### config.mk
export PLATFORM = sky130hd
export DESIGN_NAME = prom_programmer
export DESIGN_NICKNAME = d
export VERILOG_FILES = /design/src/rtl/prom_prog_pkg.sv /design/src/rtl/prom_programmer.sv
export SDC_FILE = /design/constraint.sdc
export NUM_CORES = 1
export LEC_CHECK = 0
export ABC_AREA = 1
export CAP_MARGIN = 20
export CORE_UTILIZATION = 40
export CTS_CLUSTER_DIAMETER = 200
export DETAILED_ROUTE_END_ITERATION = 6
export PLACE_DENSITY = 0.81
export RECOVER_POWER = 100
export SETUP_SLACK_MARGIN = 0.2
export SYNTH_ARGS = -nofsm -noshare
export SYNTH_HDL_FRONTEND = slang
export SYNTH_SLANG_ARGS = --single-unit
### constraint.sdc
create_clock -name clk -period 1.7 [get_ports clk]
set_clock_uncertainty 0.1 [all_clocks]
set_input_delay 0.17 -clock clk [delete_from_list [all_inputs] [get_ports clk]]
set_output_delay 0.17 -clock clk [all_outputs]
set_load 0.03 [all_outputs]
### src/rtl/prom_prog_pkg.sv
// rtl/prom_prog_pkg.sv - state encoding and counter sizing helper for prom_programmer
package prom_prog_pkg;

    typedef enum logic [2:0] {
        ST_IDLE,
        ST_FETCH,
        ST_PROG,
        ST_READ,
        ST_CHECK,
        ST_DONE
    } state_t;

    // Width of a counter that must hold 0..max_retry; never narrower than one bit.
    function automatic int retry_cnt_w(input int max_retry);
        return (max_retry < 1) ? 1 : $clog2(max_retry + 1);
    endfunction

endpackage

### src/rtl/prom_programmer.sv
// rtl/prom_programmer.sv - burns a host byte stream into consecutive PROM addresses
// PROM_PROG_VERIFY_EN adds a read-back verify with bounded re-program retries.
module prom_programmer
    import prom_prog_pkg::*;
#(
    parameter int ADDR_W    = 2,
    parameter int DATA_W    = 8,
    parameter int MAX_RETRY = 2
) (
    input  logic              clk,
    input  logic              rst_n,
    input  logic              start,
    input  logic [ADDR_W-1:0] start_addr,
    input  logic [ADDR_W:0]   num_bytes,
    input  logic              in_valid,
    input  logic [DATA_W-1:0] in_data,
    output logic              in_ready,
    output logic              busy,
    output logic              done,
    output logic              error,
    output logic [ADDR_W-1:0] err_addr,
    output logic              prom_cs,
    output logic              prom_program,
    output logic              prom_read,
    output logic [ADDR_W-1:0] prom_addr,
    output logic [DATA_W-1:0] prom_wdata,
    input  logic [DATA_W-1:0] prom_rdata
);

    state_t              state_q, state_d;
    logic [ADDR_W-1:0]   addr_q, addr_d;
    logic [ADDR_W:0]     cnt_q, cnt_d;
    logic [DATA_W-1:0]   byte_q, byte_d;
    logic                error_q, error_d;
    logic [ADDR_W-1:0]   err_addr_q, err_addr_d;
    logic                cs_q, prog_q, read_q;
    logic                adv;

`ifdef PROM_PROG_VERIFY_EN
    localparam int RW = retry_cnt_w(MAX_RETRY);
    logic [RW-1:0]       retry_q, retry_d;
`else
    logic                unused_rdata;
    assign unused_rdata = ^prom_rdata;
`endif

    always_comb begin
        state_d    = state_q;
        addr_d     = addr_q;
        cnt_d      = cnt_q;
        byte_d     = byte_q;
        error_d    = error_q;
        err_addr_d = err_addr_q;
        adv        = 1'b0;
`ifdef PROM_PROG_VERIFY_EN
        retry_d    = retry_q;
`endif
        case (state_q)
            ST_IDLE: begin
                if (start) begin
                    addr_d     = start_addr;
                    cnt_d      = num_bytes;
                    error_d    = 1'b0;
                    err_addr_d = '0;
`ifdef PROM_PROG_VERIFY_EN
                    retry_d    = '0;
`endif
                    state_d    = (num_bytes == '0) ? ST_DONE : ST_FETCH;
                end
            end
            ST_FETCH: begin
                if (in_valid) begin
                    byte_d  = in_data;
                    state_d = ST_PROG;
                end
            end
`ifdef PROM_PROG_VERIFY_EN
            ST_PROG:  state_d = ST_READ;
            ST_READ:  state_d = ST_CHECK;
            ST_CHECK: begin
                if (prom_rdata == byte_q) begin
                    adv = 1'b1;
                end else if (retry_q < RW'(MAX_RETRY)) begin
                    retry_d = retry_q + 1'b1;
                    state_d = ST_PROG;
                end else begin
                    error_d    = 1'b1;
                    err_addr_d = addr_q;
                    state_d    = ST_DONE;
                end
            end
`else
            ST_PROG:  adv = 1'b1;
`endif
            default:  state_d = ST_IDLE;
        endcase

        // Byte committed: step to the next address (wrapping) or finish the job.
        if (adv) begin
            cnt_d = cnt_q - 1'b1;
            if (cnt_q == (ADDR_W+1)'(1)) begin
                state_d = ST_DONE;
            end else begin
                addr_d  = addr_q + 1'b1;
                state_d = ST_FETCH;
            end
`ifdef PROM_PROG_VERIFY_EN
            retry_d = '0;
`endif
        end
    end

    // Strobes are registered from the next state so they are clean for the whole state.
    always_ff @(posedge clk) begin
        if (!rst_n) begin
            state_q    <= ST_IDLE;
            addr_q     <= '0;
            cnt_q      <= '0;
            byte_q     <= '0;
            error_q    <= 1'b0;
            err_addr_q <= '0;
            cs_q       <= 1'b0;
            prog_q     <= 1'b0;
            read_q     <= 1'b0;
`ifdef PROM_PROG_VERIFY_EN
            retry_q    <= '0;
`endif
        end else begin
            state_q    <= state_d;
            addr_q     <= addr_d;
            cnt_q      <= cnt_d;
            byte_q     <= byte_d;
            error_q    <= error_d;
            err_addr_q <= err_addr_d;
            cs_q       <= (state_d == ST_PROG) || (state_d == ST_READ);
            prog_q     <= (state_d == ST_PROG);
            read_q     <= (state_d == ST_READ);
`ifdef PROM_PROG_VERIFY_EN
            retry_q    <= retry_d;
`endif
        end
    end

    assign in_ready     = (state_q == ST_FETCH);
    assign busy         = (state_q != ST_IDLE);
    assign done         = (state_q == ST_DONE);
    assign error        = error_q;
    assign err_addr     = err_addr_q;
    assign prom_cs      = cs_q;
    assign prom_program = prog_q;
    assign prom_read    = read_q;
    assign prom_addr    = addr_q;
    assign prom_wdata   = byte_q;

endmodule
==> impl_metrics.json, run 1 <==
{
  "outcome": "finished, final reports clean",
  "detail_route.wl_per_cell_um": 10.3,
  "worst_setup_hold_path_clk_slew_ps": 110,
  "largest_net_degree_at_the_start_of_global_routing": 14,
  "post_synth_inst_count": 118,
  "cts_buffers": 3,
  "timing.setup.critical_path_class": "register to register",
  "critPathArrivalTime_ps": 1590,
  "via_count": 821,
  "worstSetupStartpointType": "register",
  "critical_path.most_common_cell": "nand2_1",
  "drt_drc_violations_left": 0,
  "top_layer_used": "met4",
  "power.density_nw_per_um2": 800,
  "synthesis.area_um2": 855,
  "critical_path.endpoint_type": "register",
  "vdd.ir_drop.worst_mv": 0.667,
  "area_delta_synth_final_pct": 37.6,
  "core-area_um2": 1980,
  "io_buffers": 32,
  "clock.fmax_ghz": 0.677,
  "timing.critical_path.slowest_stage_cell": "dfxtp_1",
  "met3_wirelength_um": 125,
  "timing.max_cap.violations": 0,
  "path_max_fanout": 11,
  "insertedDiodeCount": 0,
  "finalHoldWorstSlack_ps": 339,
  "synth_top_cell_by_area": "dfxtp_1",
  "die-width_um": 48.2,
  "via_per_inst": 4.59,
  "ys_seq_area_share_pct": 44.5,
  "totalWireLength_um": 1840,
  "place.detailed.hpwl_um": 1420,
  "boundaryPins": 44,
  "setup_tns_final_ps": 0,
  "period_needed_ps": 1480,
  "unrepaired_setup_endpoints_after_global_routing": "yes",
  "top_library_cells_by_usage_in_the_layout_fill_and_taps_aside": "29 x nand2_1, 18 x dfxtp_1, 16 x nor2_1, 16 x clkdlybuf4s50_1, 13 x dlygate4sd2_1",
  "flip_flop_and_latch_count_after_synthesis": 19,
  "timing.critical_path.cells": "nor2_4 -> nand2_2 -> inv_4 -> buf_4 -> nand2_1 -> nand2_1 -> a21oi_1",
  "gp_routability_congestion": 0.837,
  "synth_top_cells_by_area": "dfxtp_1 45%, nand2_1 12%, nand3_1 7.0%",
  "finalNetCount": 180,
  "start_util_pct": 43.1,
  "antenna_found_initial": 0,
  "fraction_of_final_layout_cells_sized_beyond_drive_strength_1_pct": 7.89,
  "grt_first_pass_wirelength_um": 2720,
  "die_h_um": 48.2,
  "detail_route.iter0.violations": 16,
  "grt_pass1_vias": 730,
  "detailed_place.area_um2": 1180,
  "crit_required_ps": 1820,
  "drt_first_pass_iters": 4,
  "final_area_um2": 1180,
  "final_max_slew_viol_count": 0,
  "clk_latency_ps": 290,
  "power.leakage_nw": 0.572,
  "critical_path_buf_inv_count": 2,
  "critical-path-top-delay-family": "simple AND/OR/NAND/NOR gates",
  "worstHoldPathType": "input pin to register",
  "gr-total-overflow": 0,
  "met1_length_um": 813,
  "detail-route-antenna-nets": 0,
  "finalSetupViolations": 0,
  "stdcell_count": 179,
  "postCtsSetupRepairBufs": 0,
  "placementRows": 16,
  "crit_path_max_incr_delay_ps": 450,
  "post_synth.cell_area_avg_um2": 7.24,
  "synth.yosys.warnings": 0,
  "die_area_um2": 2330,
  "dpl.cell_count": 175,
  "grtUsageTotal_pct": 16.6,
  "final.period_utilization_pct": 86.8,
  "met2_length_um": 889,
  "yosys.area.top_type_share_pct": 44.5,
  "cts_tree": "done",
  "clock_path_buffers": 2,
  "number_of_clock_sinks": 19,
  "mostFrequentLayoutCell": "nand2_1",
  "clock-root-buffer": "clkbuf_4",
  "cts_max_level": 1,
  "finalHoldViolations": 0,
  "synth_cell_type_count": 21
}
## metrics by stage
step | util (%) | total power, mW | worst slack (ps)
2_1_floorplan | - | 0.649 | 334
3_5_place_dp | 59.8 | 0.747 | 101
6_report | 59.3 | 0.941 | 224
3_3_place_gp | 59.8 | 0.738 | 118
5_1_grt | 59.3 | 0.992 | 120
4_1_cts | 60.1 | 0.959 | 21.5
## kinds of logic after synthesis
group                      Yosys count  synth area share (%)
xor gates and xnor gates             1                  1.03
adders and majority gates            2                  2.93
DFF                                 19                  44.5
other                                1                 0.439
buffers and inverters               17                  10.1
AOI/OAI and AO/OA                   17                  10.2
and+or+nand+nor                     61                  30.7
## Yosys cell counts
cell type and number:
nor2_1 16, nand2_4 1, inv_1 10, o211ai_1 1
buf_2 1, buf_6 1, conb_1 1, inv_4 1
nor2_2 1, a21oi_1 9, nor3_1 1, nand3_1 12
ha_1 2, xor2_1 1, nand2_2 2, buf_4 3
dfxtp_1 19, nand2_1 27, o21ai_0 7, clkbuf_1 1
or2_2 1
## worst register-to-register path, stage by stage (launching register included)
cell and delay (ps):
dfxtp_1 450, nor2_4 70, nand2_2 90, inv_4 30, buf_4 150, nand2_1 270
nand2_1 90, a21oi_1 140
## report_power, final
part           switching, mW  internal [mW]  total, mW  leakage [nW]
sequential            0.0169          0.471      0.488         0.156
combinational          0.138         0.0892      0.228         0.399
clock                  0.138         0.0874      0.225        0.0177
total                  0.293          0.648      0.941         0.572
## final cells by class
cell class / instances / area [um^2]
Clock buffer: 3 / 22.5
Clock inverter: 1 / 5.00
Fill cell: 185 / 806
Inverter: 11 / 43.8
Multi-Input combinational cell: 85 / 394
Sequential cell: 19 / 382
Tap cell: 27 / 33.8
Timing Repair Buffer: 33 / 295
## metal layers
layer,track usage [%],vias to the layer above
li1,-,434
met1,18.3,359
met2,29.1,26
met3,4.81,2
met4,7.78,0
met5,0,-
## registers in the layout (all words and copies together) (netlist names)
name,count
prom_addr,2
prom_cs,1
prom_wdata,8
state_q,3
prom_program,1
prom_read,1
cnt_q,3
## path summary, 6_finish.rpt
path                                            startpoint                    endpoint  slack [ps]  cells past startpoint
worst max-delay path                 state_q[1]$_SDFF_PN0_  prom_wdata[7]$_SDFFE_PN0P_         220                      7
worst min-delay path                            in_data[0]  prom_wdata[0]$_SDFFE_PN0P_         340                      3
worst max register to register       state_q[1]$_SDFF_PN0_  prom_wdata[7]$_SDFFE_PN0P_         220                      7
worst min register to register  prom_wdata[6]$_SDFFE_PN0P_  prom_wdata[6]$_SDFFE_PN0P_         370                      2
## repair_timing
item                       in CTS  in global routing
hold buffers                    0                  0
setup endpoints to repair      16                  3
resized for setup              23                  6
Power figures use the tool's default switching activity.
==> inputs of run 2 (changes only) <==
CORE_UTILIZATION = 38   (was 40)
PLACE_DENSITY = 0.77   (was 0.81)
clock period = 1.5 ns   (was 1.7 ns; I/O delays follow)
==> impl_metrics.json, run 2 (synthesis gave the netlist of run 1 again) <==
{
  "vdd.ir_drop.worst_mv": 0.839,
  "die_h_um": 49.4,
  "period_needed_ps": 1380,
  "critical-path-top-delay-family": "flip-flops",
  "detail-route-antenna-nets": 0,
  "unrepaired_setup_endpoints_after_global_routing": "yes",
  "place.detailed.hpwl_um": 1460,
  "power.density_nw_per_um2": 864,
  "core-area_um2": 2040,
  "cts_max_level": 1,
  "worstSetupStartpointType": "register",
  "crit_required_ps": 1250,
  "top_library_cells_by_usage_in_the_layout_fill_and_taps_aside": "27 x nand2_1, 16 x nor2_1, 16 x clkdlybuf4s50_1",
  "cts_tree": "done",
  "outcome": "finished, final reports clean",
  "cts_buffers": 3,
  "die-width_um": 49.4,
  "die_area_um2": 2440,
  "design_power_total_mw": 1.11,
  "detail_route.wl_per_cell_um": 10.3,
  "detail_route.iter0.violations": 17,
  "clock-root-buffer": "clkbuf_4",
  "timing.critical_path.slowest_stage_cell": "dfxtp_4",
  "critPathArrivalTime_ps": 1130,
  "largest_net_degree_at_the_start_of_global_routing": 12,
  "largest_register_ff_count": 8,
  "grtUsageTotal_pct": 16.4,
  "gr-total-overflow": 0,
  "regToRegStartpoint": "state_q[2]$_SDFF_PN0_",
  "worstHoldPathType": "input pin to register",
  "critical_path_buf_inv_count": 3,
  "path_max_fanout": 3,
  "finalHoldWorstSlack_ps": 319,
  "placementRows": 16,
  "timing.max_cap.violations": 0,
  "drt_drc_violations_left": 0,
  "finalNetCount": 190,
  "critical_path.endpoint_type": "primary output",
  "mostFrequentLayoutCell": "nand2_1",
  "timing.setup.critical_path_class": "register to primary output",
  "grt_first_pass_wirelength_um": 3210,
  "crit_path_max_incr_delay_ps": 370,
  "timing.hold.worst.start": "in_data[1]",
  "start_util_pct": 41.9,
  "worst_setup_hold_path_clk_slew_ps": 120,
  "worst_hold_path_depth": 3,
  "finalSetupViolations": 0,
  "antenna_found_initial": 0,
  "r2r_cells": 8,
  "insertedDiodeCount": 0,
  "grt_pass1_vias": 792,
  "final.period_utilization_pct": 92.0,
  "fraction_of_final_layout_cells_sized_beyond_drive_strength_1_pct": 19.1,
  "io_buffers": 32,
  "final_max_slew_viol_count": 0,
  "totalWireLength_um": 1950,
  "boundaryPins": 44,
  "area_delta_synth_final_pct": 50.8,
  "min_delay_worst_endpoint": "prom_wdata[1]$_SDFFE_PN0P_",
  "cts.hold.buffers_added": 0,
  "via_count": 875,
  "gp_routability_congestion": 0.866,
  "number_of_clock_sinks": 19,
  "clock_path_buffers": 2,
  "clk_latency_ps": 290,
  "r2r-end": "prom_wdata[0]$_SDFFE_PN0P_",
  "via_per_inst": 4.63,
  "detailedPlace.worstSlack_ps": 109,
  "r2r_slack_ps": 180,
  "clock.fmax_ghz": 0.725,
  "finalHoldViolations": 0,
  "power.leakage_nw": 0.563,
  "final.setup.worst_slack_ps": 120,
  "drt_first_pass_iters": 6,
  "timing.critical_path.cells": "nor2_4 -> buf_6 -> nand2_4 -> inv_4 -> buf_4",
  "setup_tns_final_ps": 0
}
-- run 2: changes by cell type in the layout (fill, tap and decap cells not counted), sizes merged --
cell	previous run	this run
buf	1	13
clkdlybuf4s25	0	6
dlygate4sd2	13	1
clkbuf	6	10
-- run 2: metrics by stage --
| stage | area, um^2 | cells | utilization [%] |
|---|---|---|---|
| after floorplan | 871 | 121 | - |
| after global placement | 1220 | 180 | 59.9 |
| after detailed placement | 1220 | 180 | 59.9 |
| after CTS | 1300 | 189 | 63.7 |
| after global routing | 1290 | 189 | 63.1 |
| final | 1290 | 189 | 63.1 |
-- run 2: worst reg2reg max path, delay by kind of cell (launching register included) --
family	cells	cell delay, ps
buffers and inverters	3	280
AOI/OAI and AO/OA	1	60
and+or+nand+nor	4	400
DFF	1	370
-- run 2: how the worst max path moves through the flow --
stage | startpoint | end | slack (ps) | cells after the start
floorplan | state_q[1]$_SDFF_PN0_ | prom_wdata[0]$_SDFFE_PN0P_ | 270 | 7
global placement | num_bytes[0] | state_q[2]$_SDFF_PN0_ | 120 | 5
detailed placement | in_valid | prom_wdata[7]$_SDFFE_PN0P_ | 110 | 4
CTS | state_q[2]$_SDFF_PN0_ | busy | 80 | 3
finish | state_q[2]$_SDFF_PN0_ | in_ready | 120 | 5
global route | state_q[2]$_SDFF_PN0_ | in_ready | 40 | 5
-- run 2: where the power goes --
group,switching [mW],internal (mW)
clock network,0.156,0.0991
registers,0.0209,0.534
logic,0.173,0.131
-- run 2: area by class of cell --
| cell class | instances | area [um^2] |
|---|---|---|
| sequential | 19 | 388 |
| timing repair buffer | 43 | 364 |
| clock inverter | 1 | 5.00 |
| multi-input combinational | 85 | 432 |
| clock buffer | 3 | 22.5 |
| fill | 185 | 753 |
| tap | 27 | 33.8 |
| inverter | 11 | 43.8 |
-- run 2: metal layers --
layer | track usage, % | vias up | wire (um)
met4 | 2.86 | 0 | 6
met3 | 3.74 | 2 | 118
met5 | 0 | - | 0
li1 | - | 457 | -
met1 | 20.5 | 386 | 915
met2 | 29.0 | 30 | 911
-- run 2: timing repair --
| action | 4_1_cts | 5_1_grt |
|---|---|---|
| setup buffers | 5 | 0 |
| setup endpoints to repair | 19 | 32 |
| gates resized for setup | 28 | 27 |
| pin swaps | 1 | 1 |
